==> src/rtl/run_seq_pkg.sv <==
// Shared definitions for the run sequencer slice.
// Contents: the sequencer state encoding, the HALT opcode that the decoder and
// Control also use, default parameter values, and a helper that sizes the
// shared phase timer.
// No ports (package).
package run_seq_pkg;

    typedef enum logic [2:0] {
        IDLE  = 3'd0,
        RST   = 3'd1,
        RUN   = 3'd2,
        DRAIN = 3'd3,
        DONE  = 3'd4
    } state_t;

    // 9-bit instruction encoding of HALT.
    localparam logic [8:0] HALT_OPCODE = 9'b111_111_111;

    localparam int DEF_CW           = 16;
    localparam int DEF_RST_CYCLES   = 2;
    localparam int DEF_DRAIN_CYCLES = 1;
    localparam int DEF_WD_LIMIT     = 4096;

    function automatic int max3(input int a, input int b, input int c);
        int m;
        m = (a > b) ? a : b;
        return (m > c) ? m : c;
    endfunction

    // The timer is loaded with (cycles - 1); wide enough for the largest phase.
    function automatic int timer_width(input int rst_c, input int drain_c, input int wd);
        return $clog2(max3(rst_c, drain_c, wd) + 1);
    endfunction

endpackage

==> src/rtl/run_sequencer_if.sv <==
// Host/core handshake bundle of the run sequencer.
// Signals:
//   req          host -> seq   four-phase start request
//   halt_dec     core -> seq   decoder sees the HALT opcode
//   core_reset   seq  -> core  reset for PC, Register_Mapper, reg_file
//   core_en      seq  -> core  PC advance / write qualifier
//   busy, done, timeout, cycle_count   seq -> host status
// Modports: master (host/core side), slave (sequencer side).
interface run_sequencer_if
    import run_seq_pkg::*;
#(
    parameter int CW = DEF_CW
);
    logic          req;
    logic          halt_dec;
    logic          core_reset;
    logic          core_en;
    logic          busy;
    logic          done;
    logic          timeout;
    logic [CW-1:0] cycle_count;

    modport master (
        output req, halt_dec,
        input  core_reset, core_en, busy, done, timeout, cycle_count
    );

    modport slave (
        input  req, halt_dec,
        output core_reset, core_en, busy, done, timeout, cycle_count
    );
endinterface

==> src/rtl/seq_down_timer.sv <==
// Loadable down-counter with a zero flag. Shared by the RST and DRAIN phases
// and the watchdog of run_sequencer. It stops at zero.
// Ports:
//   clk, reset   clock, asynchronous active-high reset (count -> 0)
//   i_load       load i_load_val this cycle (wins over counting)
//   i_load_val   value to load
//   o_zero       count is zero
module seq_down_timer #(
    parameter int W = 2
) (
    input  logic         clk,
    input  logic         reset,
    input  logic         i_load,
    input  logic [W-1:0] i_load_val,
    output logic         o_zero
);
    logic [W-1:0] r_count;

    always_ff @(posedge clk or posedge reset) begin
        if (reset) begin
            r_count <= '0;
        end else if (i_load) begin
            r_count <= i_load_val;
        end else if (r_count != '0) begin
            r_count <= r_count - 1'b1;
        end
    end

    assign o_zero = (r_count == '0);
endmodule

==> src/rtl/run_sequencer.sv <==
// Start/stop controller for the 9-bit-instruction core. Converts the host
// req/done four-phase handshake into core sequencing: core held in reset while
// idle, released for a run, stopped on HALT, drained, then done raised.
// Keeps a saturating count of RUN-state cycles.
// Optional feature: define RUN_SEQ_WATCHDOG_EN to end runs that stay in RUN
// for WD_LIMIT cycles (timeout=1); otherwise timeout is tied low.
// Ports:
//   clk    core clock
//   reset  asynchronous active-high reset, aborts any run
//   bus    run_sequencer_if.slave (req, halt_dec in; core_reset, core_en,
//          busy, done, timeout, cycle_count out)
module run_sequencer
    import run_seq_pkg::*;
#(
    parameter int CW           = DEF_CW,
    parameter int RST_CYCLES   = DEF_RST_CYCLES,
    parameter int DRAIN_CYCLES = DEF_DRAIN_CYCLES,
    parameter int WD_LIMIT     = DEF_WD_LIMIT
) (
    input logic            clk,
    input logic            reset,
    run_sequencer_if.slave bus
);
    localparam int TW = timer_width(RST_CYCLES, DRAIN_CYCLES, WD_LIMIT);
    localparam logic [TW-1:0] RST_LOAD   = TW'(RST_CYCLES - 1);
    localparam logic [TW-1:0] DRAIN_LOAD = TW'(DRAIN_CYCLES - 1);
`ifdef RUN_SEQ_WATCHDOG_EN
    localparam logic [TW-1:0] WD_LOAD    = TW'(WD_LIMIT - 1);
`endif

    state_t        r_state;
    state_t        w_next;
    logic          w_load;
    logic [TW-1:0] w_load_val;
    logic          w_timer_zero;
    logic          w_start;
    logic          r_armed;
    logic [CW-1:0] r_cycle_count;

    function automatic logic [CW-1:0] sat_inc(input logic [CW-1:0] v);
        return (&v) ? v : v + 1'b1;
    endfunction

    seq_down_timer #(.W(TW)) u_timer (
        .clk        (clk),
        .reset      (reset),
        .i_load     (w_load),
        .i_load_val (w_load_val),
        .o_zero     (w_timer_zero)
    );

    // r_armed: req was sampled low while idle, so a high req is a fresh request
    // and not a leftover from the previous run's handshake.
    assign w_start = (r_state == IDLE) && bus.req && r_armed;

    always_ff @(posedge clk or posedge reset) begin
        if (reset) begin
            r_state <= IDLE;
            r_armed <= 1'b0;
        end else begin
            r_state <= w_next;
            r_armed <= (r_state == IDLE) && !bus.req;
        end
    end

`ifdef RUN_SEQ_WATCHDOG_EN
    logic w_wd_trip;
`endif

    always_comb begin
        w_next     = r_state;
        w_load     = 1'b0;
        w_load_val = '0;
`ifdef RUN_SEQ_WATCHDOG_EN
        w_wd_trip  = 1'b0;
`endif
        case (r_state)
            IDLE: begin
                if (w_start) begin
                    w_next     = RST;
                    w_load     = 1'b1;
                    w_load_val = RST_LOAD;
                end
            end
            RST: begin
                // halt_dec is ignored here: decode during reset is stale.
                if (w_timer_zero) begin
                    w_next = RUN;
`ifdef RUN_SEQ_WATCHDOG_EN
                    w_load     = 1'b1;
                    w_load_val = WD_LOAD;
`endif
                end
            end
            RUN: begin
                if (bus.halt_dec) begin
                    w_next     = DRAIN;
                    w_load     = 1'b1;
                    w_load_val = DRAIN_LOAD;
`ifdef RUN_SEQ_WATCHDOG_EN
                end else if (w_timer_zero) begin
                    w_next     = DRAIN;
                    w_load     = 1'b1;
                    w_load_val = DRAIN_LOAD;
                    w_wd_trip  = 1'b1;
`endif
                end
            end
            DRAIN: begin
                if (w_timer_zero) begin
                    w_next = DONE;
                end
            end
            DONE: begin
                if (!bus.req) begin
                    w_next = IDLE;
                end
            end
            default: w_next = IDLE;
        endcase
    end

    // The HALT cycle itself is not counted; a watchdog-ending cycle is.
    always_ff @(posedge clk or posedge reset) begin
        if (reset) begin
            r_cycle_count <= '0;
        end else if (w_start) begin
            r_cycle_count <= '0;
        end else if ((r_state == RUN) && !bus.halt_dec) begin
            r_cycle_count <= sat_inc(r_cycle_count);
        end
    end

`ifdef RUN_SEQ_WATCHDOG_EN
    logic r_timeout;

    always_ff @(posedge clk or posedge reset) begin
        if (reset) begin
            r_timeout <= 1'b0;
        end else if (w_start) begin
            r_timeout <= 1'b0;
        end else if (w_wd_trip) begin
            r_timeout <= 1'b1;
        end
    end

    assign bus.timeout = r_timeout;
`else
    assign bus.timeout = 1'b0;
`endif

    // Outputs decode the registered state directly.
    assign bus.core_reset  = (r_state == IDLE) || (r_state == RST);
    assign bus.core_en     = (r_state == RUN);
    assign bus.busy        = (r_state == RST) || (r_state == RUN) || (r_state == DRAIN);
    assign bus.done        = (r_state == DONE);
    assign bus.cycle_count = r_cycle_count;
endmodule

==> src/flat_wrapper.sv <==
// flat-port wrapper written by rule: the top's interface ports become plain ports
module run_sequencer_flat import run_seq_pkg::*;
#(
    parameter int CW           = DEF_CW,
    parameter int RST_CYCLES   = DEF_RST_CYCLES,
    parameter int DRAIN_CYCLES = DEF_DRAIN_CYCLES,
    parameter int WD_LIMIT     = DEF_WD_LIMIT
)
  (clk, reset, bus_req, bus_halt_dec, bus_core_reset, bus_core_en, bus_busy, bus_done, bus_timeout, bus_cycle_count);
  run_sequencer_if #(.CW(CW)) bus_i ();
  input logic clk;
  input logic reset;
  input wire logic [$bits(bus_i.req)-1:0] bus_req;
  input wire logic [$bits(bus_i.halt_dec)-1:0] bus_halt_dec;
  output wire logic [$bits(bus_i.core_reset)-1:0] bus_core_reset;
  output wire logic [$bits(bus_i.core_en)-1:0] bus_core_en;
  output wire logic [$bits(bus_i.busy)-1:0] bus_busy;
  output wire logic [$bits(bus_i.done)-1:0] bus_done;
  output wire logic [$bits(bus_i.timeout)-1:0] bus_timeout;
  output wire logic [$bits(bus_i.cycle_count)-1:0] bus_cycle_count;
  assign bus_i.req = bus_req;
  assign bus_i.halt_dec = bus_halt_dec;
  assign bus_core_reset = bus_i.core_reset;
  assign bus_core_en = bus_i.core_en;
  assign bus_busy = bus_i.busy;
  assign bus_done = bus_i.done;
  assign bus_timeout = bus_i.timeout;
  assign bus_cycle_count = bus_i.cycle_count;
  run_sequencer #(.CW(CW), .RST_CYCLES(RST_CYCLES), .DRAIN_CYCLES(DRAIN_CYCLES), .WD_LIMIT(WD_LIMIT)) u_core (.clk(clk), .reset(reset), .bus(bus_i));
endmodule
==> config.mk <==
export PLATFORM = sky130hd
export DESIGN_NAME = run_sequencer_flat
export DESIGN_NICKNAME = d
export VERILOG_FILES = /design/src/rtl/run_seq_pkg.sv /design/src/rtl/run_sequencer_if.sv /design/src/rtl/seq_down_timer.sv /design/src/rtl/run_sequencer.sv /design/src/flat_wrapper.sv
export SDC_FILE = /design/constraint.sdc
export NUM_CORES = 1
export LEC_CHECK = 0
export ABC_CLOCK_PERIOD_IN_PS = 4150
export CAP_MARGIN = 20
export CORE_ASPECT_RATIO = 0.7
export CORE_MARGIN = 2
export CORE_UTILIZATION = 30
export CTS_CLUSTER_SIZE = 30
export DETAILED_ROUTE_END_ITERATION = 6
export GPL_TIMING_DRIVEN = 0
export SLEW_MARGIN = 20
export SYNTH_ARGS = -nofsm -noshare
export SYNTH_HDL_FRONTEND = slang
export SYNTH_SLANG_ARGS = --single-unit
==> constraint.sdc <==
create_clock -name clk -period 4.15 [get_ports clk]
set_input_delay 0.83 -clock clk [delete_from_list [all_inputs] [get_ports clk]]
set_output_delay 0.83 -clock clk [all_outputs]
set_load 0.05 [all_outputs]
Yosys cells after proc, flatten, opt, wreduce, memory -nomap -nowiden
Cells that the tools add are included.
- muxes and demuxes: 16
- $add $sub $neg: 2
- reduce and logical (&&, ||, !) cells: 17
- equal/unequal tests: 10
- operators with widths (cell ; count):
    16-bit two-way mux ; 3
    13-bit two-way mux ; 3
    16-bit by 1-bit adder with 16-bit output (second input constant) ; 1
    16-bit AND reduction ; 1
    3-bit two-way mux ; 5
    3-bit one-hot mux with 5 select lines ; 1
    13-bit logical NOT ; 1
    13-bit nonzero test ; 1
    13-bit by 1-bit subtractor with 13-bit output (second input constant) ; 1
    2-bit != test (second input constant) ; 4
    3-bit by 2-bit == test with 1-bit output (second input constant) ; 2
    5-bit AND reduction ; 1
    1-bit logical AND ; 4
    2-bit by 1-bit != test with 1-bit output (second input constant) ; 2
    2-bit nonzero test ; 2
    3-bit by 1-bit == test with 1-bit output (second input constant) ; 1
    3-bit == test (second input constant) ; 1
    3-bit logical NOT ; 1
    1-bit logical OR ; 3
    1-bit two-way mux ; 3
    1-bit logical NOT ; 2
    1-bit one-hot mux with 2 select lines ; 1
    2-bit AND reduction ; 1
- output and inout bits: 21
- input port bits: 4
- register bits after elaboration: 33
- word-level logic and storage cells: 49

Logic depth before layout (Yosys ltp)
- depth after elaboration: 6
- gate-level depth with buffers: 6
- depth with buffers taken out: 6

By module
From an unflattened synthesis, not the netlist that was laid out.
- cells, all modules: 202
- area, all modules: 1948.1 µm²
- modules (own cells, without submodules) (module ; times used ; area each (µm²) ; cells an instance ; seq. area each (µm²)):
    run_sequencer ; 1 ; 1137.3 ; 121 ; 500.5
    seq_down_timer ; 1 ; 810.8 ; 81 ; 325.3

Worst setup path before layout
No wires, ideal clock.
- kind: register -> output
- start: register u_core.r_state[1]
- end: output bus_core_en
- stages on the path, launching flop included: 3
- buffers on the path: 1
- setup slack: 1.530 ns
- data required time: 3.320 ns
- arrival: 1.790 ns
- cells stage by stage: dfrtp_1 clkbuf_1 nor3b_1
- longest elaborated chain between the ends: 1
- ends and longest elaborated chain (item ; line ; RTL):
    from (decl) ; run_sequencer.sv:31 ; state_t r_state;
    from (signal assigned) ; run_sequencer.sv:61 ; r_state <= w_next;
    3-bit by 2-bit == test with 1-bit output ; run_sequencer.sv:154 ; assign bus.core_en = (r_state == RUN);
    to (decl) ; flat_wrapper.sv:16 ; output wire logic [$bits(bus_i.core_en)-1:0] bus_core_en;
No other way between the ends.

Final worst setup path
- start: register u_core.r_state[2]
- end: output bus_core_reset
- longest elaborated chain between the ends: 2
- elaborated cells on any way between the ends: 3
- classes of those cells: eq/ne: 1; reduce/logical: 2
- ends and longest elaborated chain (item ; line ; RTL):
    3-bit by 1-bit == test with 1-bit output or 3-bit logical NOT (tied branches) ; run_sequencer.sv:153 ; assign bus.core_reset = (r_state == IDLE) || (r_state == RST);
    1-bit logical OR * ; run_sequencer.sv:153 ;
    to (decl) ; flat_wrapper.sv:15 ; output wire logic [$bits(bus_i.core_reset)-1:0] bus_core_reset;
Every way passes the cells marked *; elsewhere a longest branch is shown, timed or not.

==> flow_summary.toml <==
[floorplanning]
die_height_um = 70.4
floorplan.die.width_um = 98.9
die_area_sq_um = 6960
placeableCoreArea_sq_um = 6160
fp-row-count = 24
io_pins = 25
initial_util_pct = 30.7

[logic_synthesis]
number_of_enable_flip_flop_cells_after_synthesis = 0
yosys.cell_types.count = 44
synth_top_cell_by_area = "sky130_fd_sc_hd__dfrtp_1"
avgSynthCellArea_sq_um = 9.41
synth.ff_latch_count = 33
synth.area.top_cells = "sky130_fd_sc_hd__dfrtp_1 44%, sky130_fd_sc_hd__a21oi_1 4.5%, sky130_fd_sc_hd__o31ai_1 4.0%"
synthesis.instances = 201
synth_top_area_share_pct = 43.7
asyncSetResetFlopFracSynth_pct = 100
post_synth_top_flop = "sky130_fd_sc_hd__dfrtp_1"
synthesis.area_sq_um = 1890
synth_seq_area_share_pct = 43.7
synth_fp_nets = 208
synthesis.yosys.warnings = 0

[cells_and_area]
layout_commonest_cell = "sky130_fd_sc_hd__dfrtp_1"
antenna_cells_inserted = 0
drive_gt1_share_pct = 7.33
final_cell_mix = "33 x sky130_fd_sc_hd__dfrtp_1, 23 x sky130_fd_sc_hd__clkdlybuf4s50_1, 17 x sky130_fd_sc_hd__a21oi_1"
multi_input_area_sq_um = 1000
layout-area-overhead-vs-synth_pct = 21.9
final_design_area_no_fill_sq_um = 2300
nets = 238
sequential_cell_area_in_the_final_layout_sq_um = 826
fillerInstances = 629

[route]
drt_first_pass_iters = 4
route.detailed.wl_per_inst_um = 13.8
total_wire_length_after_detailed_routing_mm = 4.29
antenna_violating_nets_left = 0
vias = 1642
drt_drc_violations_left = 0
post_drt_via_cell_ratio = 5.30
drt_iter0_drc = 86

[global_routing]
global_route_wire_length_before_repair_mm = 7.52
grt.overflow.total = 0
globalRouteTotalUtil_pct = 13.6
vias_in_the_first_global_route = 1497
antenna_found_initial = 0
grt_max_degree = 34

[clock_network]
post-cts-setup-buffer-count = 0
tritoncts = "done"
numCtsBuffers = 5
cts-root-buf = "sky130_fd_sc_hd__clkbuf_8"
resized_cells_post_cts = 0
clkSlewWorstSetupHoldPaths_ps = 80
maximum_level_of_the_cts_h_tree = 2
maximum_buffer_depth_of_the_clock_tree = 2
post_cts_hold_buffers = 0
worstSkewPairLatency_ps = 290
clkSinkCount = 33

[worst_setup_path]
worst_r2r_startpoint = "u_core.r_state[2]"
cp-start-kind = "flop"
critical_path_arrival_ps = 2060
crit_required_ps = 3320
r2r_end = "u_core.bus.cycle_count[15]"
r2r_setup_slack_ps = 1890
rr_worst_depth = 5
cp-startpoint = "u_core.r_state[2]"
critPathMaxFanout = 10
cp-end-kind = "output pin"
startpoint_to_endpoint_class_of_the_critical_path = "flop to output pin"

[timing]
finalCriticalPeriod_ps = 2890
report.final.slew_viol_count = 0
worstMarginPinSlew_ps = 919
final_period_utilization_pct = 69.7
setup_tns_ps = 0
layout_skew_ps = 7.95
grt_setup_unrepaired = "no"
worst_case_headroom_to_the_max_slew_limit_pct = 38.1
final-setup-viol-count = 0
hold_violations = 0
fmax_mhz = 346

[place]
finalWeightedCongestion = 0.749
port_buffers = 23
placed_cell_area_sq_um = 2220
post-dp-hpwl_mm = 3.03

[hold_path]
timing.hold.worst_path_depth = 1
timing.hold.worst_endpoint = "u_core.bus.cycle_count[0]"
hold_class = "flop to flop"
hp-start = "u_core.bus.cycle_count[0]"

[run_status]
status = "complete, no violations"

[run]
timing.max_cap.violations = 0

[power_and_ir_drop]
maximum_vdd_drop_v = 0.000130
cellLeakagePower_nw = 0.871
power_density_nw_per_um2 = 461
==> area by class of cell <==
| class | count | share of cell area (%) |
|---|---|---|
| well taps | 78 | 4.23 |
| repair buffers | 23 | 9.99 |
| inverters | 8 | 1.30 |
| multi-input cells | 153 | 43.5 |
| clock inverters | 3 | 0.760 |
| plain buffers | 7 | 1.36 |
| flip-flops and latches | 33 | 35.8 |
| clock buffers | 5 | 2.99 |
==> sequential cells by signal, summed over array words and instances, names as in the netlist <==
name                    cells
u_core.bus.cycle_count     16
u_core.r_armed              1
u_core.r_state              3
u_core.u_timer.r_count     13
==> worst max path at each step <==
stage | endpoint
floorplan | bus_core_en
global placement | u_core.bus.cycle_count[11]
detailed placement | u_core.bus.cycle_count[11]
CTS | bus_core_reset
global route | bus_core_en
finish | bus_core_reset
==> metal layers <==
metal	share of wire, %	vias up	GRT usage [%]	routed length, um
met5	0	-	0	0
met4	1.1	0	4.11	47
met3	4.7	5	3.70	200
met2	38	38	17.2	1620
met1	56	774	21.7	2420
li1	-	825	-	-
==> worst max-delay path, cell delays in order (launching register included) <==
cell and delay, ps:
sky130_fd_sc_hd__dfrtp_1 360, sky130_fd_sc_hd__clkbuf_1 220, sky130_fd_sc_hd__or2_2 360, sky130_fd_sc_hd__inv_1 50, sky130_fd_sc_hd__clkdlybuf4s50_1 790
==> stage by stage <==
step | util [%] | cells | worst slack [ps] | hold WS, ps | power, mW
finish | 37.4 | 310 | 1260 | 555 | 1.06
global route | 37.4 | 310 | 1130 | 588 | 1.15
CTS | 37.4 | 310 | 1240 | 565 | 1.07
detailed placement | 36.0 | 302 | 1210 | 550 | 0.826
global placement | 36.0 | 302 | 1210 | 529 | 0.819
floorplan | - | 201 | 1530 | 503 | 0.738
==> where the power goes <==
part	internal, mW	total [mW]	switching, mW
clock network	0.116	0.240	0.124
logic	0.144	0.352	0.208
registers	0.393	0.470	0.0768
==> logic make-up after synthesis <==
group | synth area share (%)
xor gates and xnor gates | 1.39
other | 0.198
and+or+nand+nor | 29.8
AOI/OAI and AO/OA | 16.0
DFF | 43.7
muxes | 3.71
buffers and inverters | 3.24
adders and majority gates | 1.99
==> synth_stat cells (2+ instances only) <==
master	number
sky130_fd_sc_hd__o41ai_1	2
sky130_fd_sc_hd__nand2_1	15
sky130_fd_sc_hd__and3_1	2
sky130_fd_sc_hd__nor4_1	6
sky130_fd_sc_hd__nand2b_1	7
sky130_fd_sc_hd__nor2b_1	2
sky130_fd_sc_hd__o21ai_0	6
sky130_fd_sc_hd__or4_1	10
sky130_fd_sc_hd__nand3_1	3
sky130_fd_sc_hd__nor3_1	7
sky130_fd_sc_hd__nor2_1	9
sky130_fd_sc_hd__and2_1	3
sky130_fd_sc_hd__xor2_1	2
sky130_fd_sc_hd__nor3b_1	3
sky130_fd_sc_hd__nand4_1	9
sky130_fd_sc_hd__a21oi_1	17
sky130_fd_sc_hd__mux2i_1	7
sky130_fd_sc_hd__or2_2	2
sky130_fd_sc_hd__o31ai_1	10
sky130_fd_sc_hd__dfrtp_1	33
sky130_fd_sc_hd__a211oi_1	4
sky130_fd_sc_hd__ha_1	3
sky130_fd_sc_hd__clkbuf_1	5
sky130_fd_sc_hd__inv_1	8
sky130_fd_sc_hd__or3_1	7
(Power assumes the default switching activity.)
